### src/rtl/sysu_bcd_display_counter_if.sv
// Bus bundle for sysu_bcd_display_counter.
// Carries the divided tick input, the count controls (en, up, load, load_val)
// and the display-side outputs (bcd, tc, an, seg, dp).
//   master : drives tick/control, observes count and display
//   slave  : the counter itself
interface sysu_bcd_display_counter_if;
  logic        tick_in;
  logic        en;
  logic        up;
  logic        load;
  logic [15:0] load_val;
  logic [15:0] bcd;
  logic        tc;
  logic [3:0]  an;
  logic [6:0]  seg;
  logic        dp;

  modport master (
    output tick_in, en, up, load, load_val,
    input  bcd, tc, an, seg, dp
  );

  modport slave (
    input  tick_in, en, up, load, load_val,
    output bcd, tc, an, seg, dp
  );
endinterface

### src/rtl/sysu_bcd_display_counter.sv
// Four-digit BCD up/down counter with a multiplexed common-anode
// seven-segment driver.
// Ports:
//   clk_in : fast system clock; everything runs in this domain
//   rst    : asynchronous, active-high reset
//   bus    : slave side of sysu_bcd_display_counter_if
//            tick_in (async square wave, rising edge = count event),
//            en, up, load, load_val[15:0] in;
//            bcd[15:0], tc, an[3:0], seg[6:0] {g..a}, dp out (all registered,
//            display signals active-low)
module sysu_bcd_display_counter #(
  parameter int unsigned SCAN_DIV = 50000
) (
  input logic                        clk_in,
  input logic                        rst,
  sysu_bcd_display_counter_if.slave  bus
);

  localparam logic [19:0] SCAN_LAST = 20'(SCAN_DIV - 1);

  logic        sync1_r;
  logic        sync2_r;
  logic        hist_r;
  logic [2:0]  prime_r;
  logic        tick_p_s;
  logic [15:0] bcd_r;
  logic        tc_r;
  logic [15:0] next_bcd_s;
  logic        next_tc_s;
  logic [19:0] scan_cnt_r;
  logic [1:0]  digit_idx_r;
  logic [3:0]  digit_s;
  logic [3:0]  an_next_s;
  logic [3:0]  an_r;
  logic [6:0]  seg_r;
  logic        dp_r;

  // Clamp every nibble to at most 9.
  function automatic logic [15:0] bcd_clamp(input logic [15:0] v);
    logic [15:0] r;
    r = v;
    for (int i = 0; i < 4; i++) begin
      if (v[4*i +: 4] > 4'd9) begin
        r[4*i +: 4] = 4'd9;
      end else begin
        r[4*i +: 4] = v[4*i +: 4];
      end
    end
    return r;
  endfunction

  // Decimal increment; MSB of the result is the carry out of digit 3.
  function automatic logic [16:0] bcd_inc(input logic [15:0] v);
    logic [15:0] r;
    logic        c;
    r = v;
    c = 1'b1;
    for (int i = 0; i < 4; i++) begin
      if (c) begin
        if (v[4*i +: 4] == 4'd9) begin
          r[4*i +: 4] = 4'd0;
        end else begin
          r[4*i +: 4] = v[4*i +: 4] + 4'd1;
          c = 1'b0;
        end
      end else begin
        r[4*i +: 4] = v[4*i +: 4];
      end
    end
    return {c, r};
  endfunction

  // Decimal decrement; MSB of the result is the borrow out of digit 3.
  function automatic logic [16:0] bcd_dec(input logic [15:0] v);
    logic [15:0] r;
    logic        b;
    r = v;
    b = 1'b1;
    for (int i = 0; i < 4; i++) begin
      if (b) begin
        if (v[4*i +: 4] == 4'd0) begin
          r[4*i +: 4] = 4'd9;
        end else begin
          r[4*i +: 4] = v[4*i +: 4] - 4'd1;
          b = 1'b0;
        end
      end else begin
        r[4*i +: 4] = v[4*i +: 4];
      end
    end
    return {b, r};
  endfunction

  // Active-low {g..a} pattern for one digit.
  function automatic logic [6:0] seg_code(input logic [3:0] d);
    logic [6:0] s;
    case (d)
      4'd0:    s = 7'b1000000;
      4'd1:    s = 7'b1111001;
      4'd2:    s = 7'b0100100;
      4'd3:    s = 7'b0110000;
      4'd4:    s = 7'b0011001;
      4'd5:    s = 7'b0010010;
      4'd6:    s = 7'b0000010;
      4'd7:    s = 7'b1111000;
      4'd8:    s = 7'b0000000;
      4'd9:    s = 7'b0010000;
      default: s = 7'b1111111;
    endcase
    return s;
  endfunction

  // Tick synchroniser and edge history. prime_r marks when hist_r holds a
  // genuine post-reset sample, so a tick_in that is already high at reset
  // release must go low and high again before it counts.
  always_ff @(posedge clk_in or posedge rst) begin
    if (rst) begin
      sync1_r <= 1'b0;
      sync2_r <= 1'b0;
      hist_r  <= 1'b0;
      prime_r <= 3'b000;
    end else begin
      sync1_r <= bus.tick_in;
      sync2_r <= sync1_r;
      hist_r  <= sync2_r;
      prime_r <= {prime_r[1:0], 1'b1};
    end
  end

  assign tick_p_s = sync2_r & ~hist_r & prime_r[2];

  // Next count: load beats tick; tick only counts when enabled.
  always_comb begin
    next_bcd_s = bcd_r;
    next_tc_s  = 1'b0;
    if (bus.load) begin
      next_bcd_s = bcd_clamp(bus.load_val);
    end else if (tick_p_s && bus.en) begin
      if (bus.up) begin
        {next_tc_s, next_bcd_s} = bcd_inc(bcd_r);
      end else begin
        {next_tc_s, next_bcd_s} = bcd_dec(bcd_r);
      end
    end else begin
      next_bcd_s = bcd_r;
      next_tc_s  = 1'b0;
    end
  end

  // Count and terminal-count registers.
  always_ff @(posedge clk_in or posedge rst) begin
    if (rst) begin
      bcd_r <= 16'h0000;
      tc_r  <= 1'b0;
    end else begin
      bcd_r <= next_bcd_s;
      tc_r  <= next_tc_s;
    end
  end

  // Free-running scan timer; each wrap moves to the next digit.
  always_ff @(posedge clk_in or posedge rst) begin
    if (rst) begin
      scan_cnt_r  <= 20'd0;
      digit_idx_r <= 2'd0;
    end else if (scan_cnt_r == SCAN_LAST) begin
      scan_cnt_r  <= 20'd0;
      digit_idx_r <= digit_idx_r + 2'd1;
    end else begin
      scan_cnt_r  <= scan_cnt_r + 20'd1;
    end
  end

  // Digit and anode selection for the current scan position.
  always_comb begin
    digit_s   = bcd_r[3:0];
    an_next_s = 4'b1110;
    case (digit_idx_r)
      2'd0:    begin digit_s = bcd_r[3:0];   an_next_s = 4'b1110; end
      2'd1:    begin digit_s = bcd_r[7:4];   an_next_s = 4'b1101; end
      2'd2:    begin digit_s = bcd_r[11:8];  an_next_s = 4'b1011; end
      2'd3:    begin digit_s = bcd_r[15:12]; an_next_s = 4'b0111; end
      default: begin digit_s = bcd_r[3:0];   an_next_s = 4'b1110; end
    endcase
  end

  // Registered display drive.
  always_ff @(posedge clk_in or posedge rst) begin
    if (rst) begin
      an_r  <= 4'b1110;
      seg_r <= 7'b1000000;
      dp_r  <= 1'b1;
    end else begin
      an_r  <= an_next_s;
      seg_r <= seg_code(digit_s);
      dp_r  <= 1'b1;
    end
  end

  assign bus.bcd = bcd_r;
  assign bus.tc  = tc_r;
  assign bus.an  = an_r;
  assign bus.seg = seg_r;
  assign bus.dp  = dp_r;

endmodule
### src/flat_wrapper.sv
// flat-port wrapper written by rule: the top's interface ports become plain ports
module sysu_bcd_display_counter_flat 
#(
  parameter int unsigned SCAN_DIV = 50000
)
  (clk_in, rst, bus_tick_in, bus_en, bus_up, bus_load, bus_load_val, bus_bcd, bus_tc, bus_an, bus_seg, bus_dp);
  sysu_bcd_display_counter_if bus_i ();
  input logic clk_in;
  input logic rst;
  input wire logic [$bits(bus_i.tick_in)-1:0] bus_tick_in;
  input wire logic [$bits(bus_i.en)-1:0] bus_en;
  input wire logic [$bits(bus_i.up)-1:0] bus_up;
  input wire logic [$bits(bus_i.load)-1:0] bus_load;
  input wire logic [$bits(bus_i.load_val)-1:0] bus_load_val;
  output wire logic [$bits(bus_i.bcd)-1:0] bus_bcd;
  output wire logic [$bits(bus_i.tc)-1:0] bus_tc;
  output wire logic [$bits(bus_i.an)-1:0] bus_an;
  output wire logic [$bits(bus_i.seg)-1:0] bus_seg;
  output wire logic [$bits(bus_i.dp)-1:0] bus_dp;
  assign bus_i.tick_in = bus_tick_in;
  assign bus_i.en = bus_en;
  assign bus_i.up = bus_up;
  assign bus_i.load = bus_load;
  assign bus_i.load_val = bus_load_val;
  assign bus_bcd = bus_i.bcd;
  assign bus_tc = bus_i.tc;
  assign bus_an = bus_i.an;
  assign bus_seg = bus_i.seg;
  assign bus_dp = bus_i.dp;
  sysu_bcd_display_counter #(.SCAN_DIV(SCAN_DIV)) u_core (.clk_in(clk_in), .rst(rst), .bus(bus_i));
endmodule
### config.mk
export PLATFORM = sky130hd
export DESIGN_NAME = sysu_bcd_display_counter_flat
export DESIGN_NICKNAME = d
export VERILOG_FILES = /design/src/rtl/sysu_bcd_display_counter_if.sv /design/src/rtl/sysu_bcd_display_counter.sv /design/src/flat_wrapper.sv
export SDC_FILE = /design/constraint.sdc
export NUM_CORES = 1
export LEC_CHECK = 0
export BUFFER_PORTS_ARGS = -buffer_cell sky130_fd_sc_hd__clkbuf_2
export CORE_MARGIN = 1
export CORE_UTILIZATION = 52
export DETAILED_ROUTE_END_ITERATION = 12
export PLACE_DENSITY = 0.8
export SLEW_MARGIN = 20
export SYNTH_ARGS = -nofsm -noshare
export SYNTH_HDL_FRONTEND = slang
export SYNTH_SLANG_ARGS = --single-unit
### constraint.sdc
create_clock -name clk_in -period 1.8 [get_ports clk_in]
set_clock_uncertainty 0.05 [all_clocks]
set_input_delay 0.27 -clock clk_in [delete_from_list [all_inputs] [get_ports clk_in]]
set_output_delay 0.27 -clock clk_in [all_outputs]
set_load 0.02 [all_outputs]
==> metrics <==
power per cell area about 700 mW/mm2; Worst R2R Path Depth 7; pin count of the biggest net entering global routing 29; sequential area share after synthesis 0.417; Yosys cell types 63; crit start category register; Max Cap Viol 0; Starting Density 0.553; Die Span Y between 80 and 90 um; RSZ-0062 raised after global routing yes; global route total overflow 0; core area 0.00610 mm2; worst-path fanout max 5; vias in the first global route roughly 3k; CP max stage delay between 0.4 and 0.5 ns; slowest CP cell a222oi_1; max-slew violations 0; leakage 1.87 nW; area growth from synthesis to layout 26.0%; htree depth 2; first-pass GRT wire length roughly 13 mm; Post-Synthesis Cells 360; TritonCTS Buffers 5; fillers 464; main area contributors after synthesis dfrtp_1, xnor2_1, o21ai_0; min Tclk post-route between 1.5 and 2 ns; DRC violations left 0; area of the mapped netlist between 0.003 and 0.004 mm2; Yosys top cell by area dfrtp_1; critical path type register to register; Top delay family on crit path compound AO/OA/AOI/OAI gates; Avg Vias per Cell 5.95; Tightest Hold Check Type input port to register; area of the multi-input gates approximately 0.0019 mm2; most frequent cells in the layout clkbuf_2, dfrtp_1, buf_4; #FFs+latches synth 56; failing checks negative setup slack; Clk Tree Root Cell clkbuf_8; hold path depth 3; Worst setup EP type register; die area 0.00681 mm2; asr flop ratio synth 1.00; Tot Pwr around 3 mW; row cnt 28; Tcrit/Tclk final 1.10; crit path buf inv count 1; number of cells on the critical path 7; WP data arrival approximately 2.2 ns; Yosys warning count 0; initial antenna violation count 0; # setup viols final 9; clock sinks 56; Final WS setup -0.184 ns; worst vdd ir approximately 0.0006 V; Achievable Freq a little over 0.5 GHz; Longest Clk Path Bufs 2; DR iter-0 viols 226; TritonCTS clock tree done; most common cell after layout, fill and taps aside clkbuf_2; Placer Congestion about 0.85; GR Util All Layers 0.259; num ports between 50 and 60; clock-pin transition on the worst setup and hold timing paths roughly 0.11 ns; routed len/inst around 16 um; DR vias 3106; Syn Area/Cell 9.37 um2; layout cells sized above 1 0.347; width of the die 82.5 um; Clock Latency Late Sink 0.31 ns; status finished, violations left; final hold vios 0; post-DP HPWL a little under 6 mm; worst-path cell chain buf_4 -> ha_4 -> a222oi_1 -> a21oi_4 -> nor2_4 -> mux2i_2 -> a21o_1; Routed Antenna Nets 0; WL final roughly 8.5 mm; nets roughly 480; Main synth FF type dfrtp_1; Critical Path RT roughly 2 ns; Buffers on Ports 49; Post-synth EDFFs 0; hold slack between 0.1 and 0.15 ns; register area about 0.0014 mm2; drt pass-1 iters 6; Synth top area share 0.386; ANT cells 0
==> worst register-to-register path, stage by stage (launching register included) <==
cell and delay (ns):
dfrtp_1 0.41, buf_4 0.15, ha_4 0.17, a222oi_1 0.44
a21oi_4 0.17, nor2_4 0.15, mux2i_2 0.28, a21o_1 0.11
==> state kept, by name (all words and copies together) (netlist names) <==
name,cells
u_core.bus.an,4
u_core.bus.bcd,16
u_core.bus.seg,7
u_core.bus.tc,1
u_core.digit_idx_r,2
u_core.hist_r,1
u_core.prime_r,3
u_core.scan_cnt_r,20
u_core.sync1_r,1
u_core.sync2_r,1
==> layout make-up <==
type / count / share of cell area
tap: 75 / 0.0221
inverter: 17 / 0.0150
clock buffer: 5 / 0.0162
clock inverter: 3 / 0.00589
multi-input combinational: 264 / 0.451
timing repair buffer: 102 / 0.158
sequential: 56 / 0.332
==> routing by layer <==
metal / GRT usage / vias up / part of all wire
li1: - / 1468 / -
met1: 0.323 / 1503 / 0.43
met2: 0.437 / 111 / 0.49
met3: 0.0495 / 24 / 0.048
met4: 0.107 / 0 / 0.023
met5: 0 / - / 0
==> cells in the mapped netlist, drive strengths merged, types with 9 or more instances <==
library cell / count
dfrtp: 52
nor2: 28
nand2: 26
o21ai: 26
a21oi: 20
inv: 17
xnor2: 17
buf: 16
nand3: 11
nor2b: 9
xor2: 9
==> kinds of logic after synthesis <==
kind of cell,Yosys count,synth area share
other cells,1,0.00111
flops,56,0.417
mux,7,0.0223
simple gates,130,0.228
xor+xnor,26,0.0675
fa+ha+maj,8,0.0297
compound gates,91,0.180
buf+inv,41,0.0549
==> timing repair <==
action,in CTS,in global routing
endpoints found under the hold margin,17,0
endpoints found under the setup margin,8,20
pin swaps,11,11
hold buffers,2,0
resized for setup,18,17
setup buffers,4,4
==> metrics by stage <==
| step | utilization | setup TNS (ns) | std cells | instance area [um2] | setup WS, ns |
|---|---|---|---|---|---|
| after floorplan | - | -0.0111 | 361 | 3380 | -0.00690 |
| after global placement | 0.645 | -0.103 | 504 | 3930 | -0.0363 |
| after detailed placement | 0.645 | -1.04 | 504 | 3930 | -0.217 |
| after CTS | 0.681 | -0.489 | 518 | 4150 | -0.0989 |
| after global routing | 0.697 | -1.70 | 522 | 4250 | -0.222 |
| final | 0.697 | -0.841 | 522 | 4250 | -0.184 |
==> report_power, final <==
part / leakage (nW) / switching [mW] / internal, mW
Clock: 0.0452 / 0.444 / 0.285
Sequential: 0.693 / 0.0905 / 1.34
Combinational: 1.13 / 0.511 / 0.374
==> worst paths after layout <==
path | startpoint | end | slack [ns]
worst max-delay path | u_core.digit_idx_r[1] | u_core.bus.seg[3] | -0.18
worst min-delay path | bus_load_val[1] | u_core.bus.bcd[1] | 0.12
worst max register to register | u_core.digit_idx_r[1] | u_core.bus.seg[3] | -0.18
worst min register to register | u_core.sync1_r | u_core.sync2_r | 0.31
max in group asynchronous | rst | u_core.bus.bcd[9] | 0.70
min in group asynchronous | rst | u_core.bus.bcd[5] | 0.47
Power figures use the tool's default switching activity.
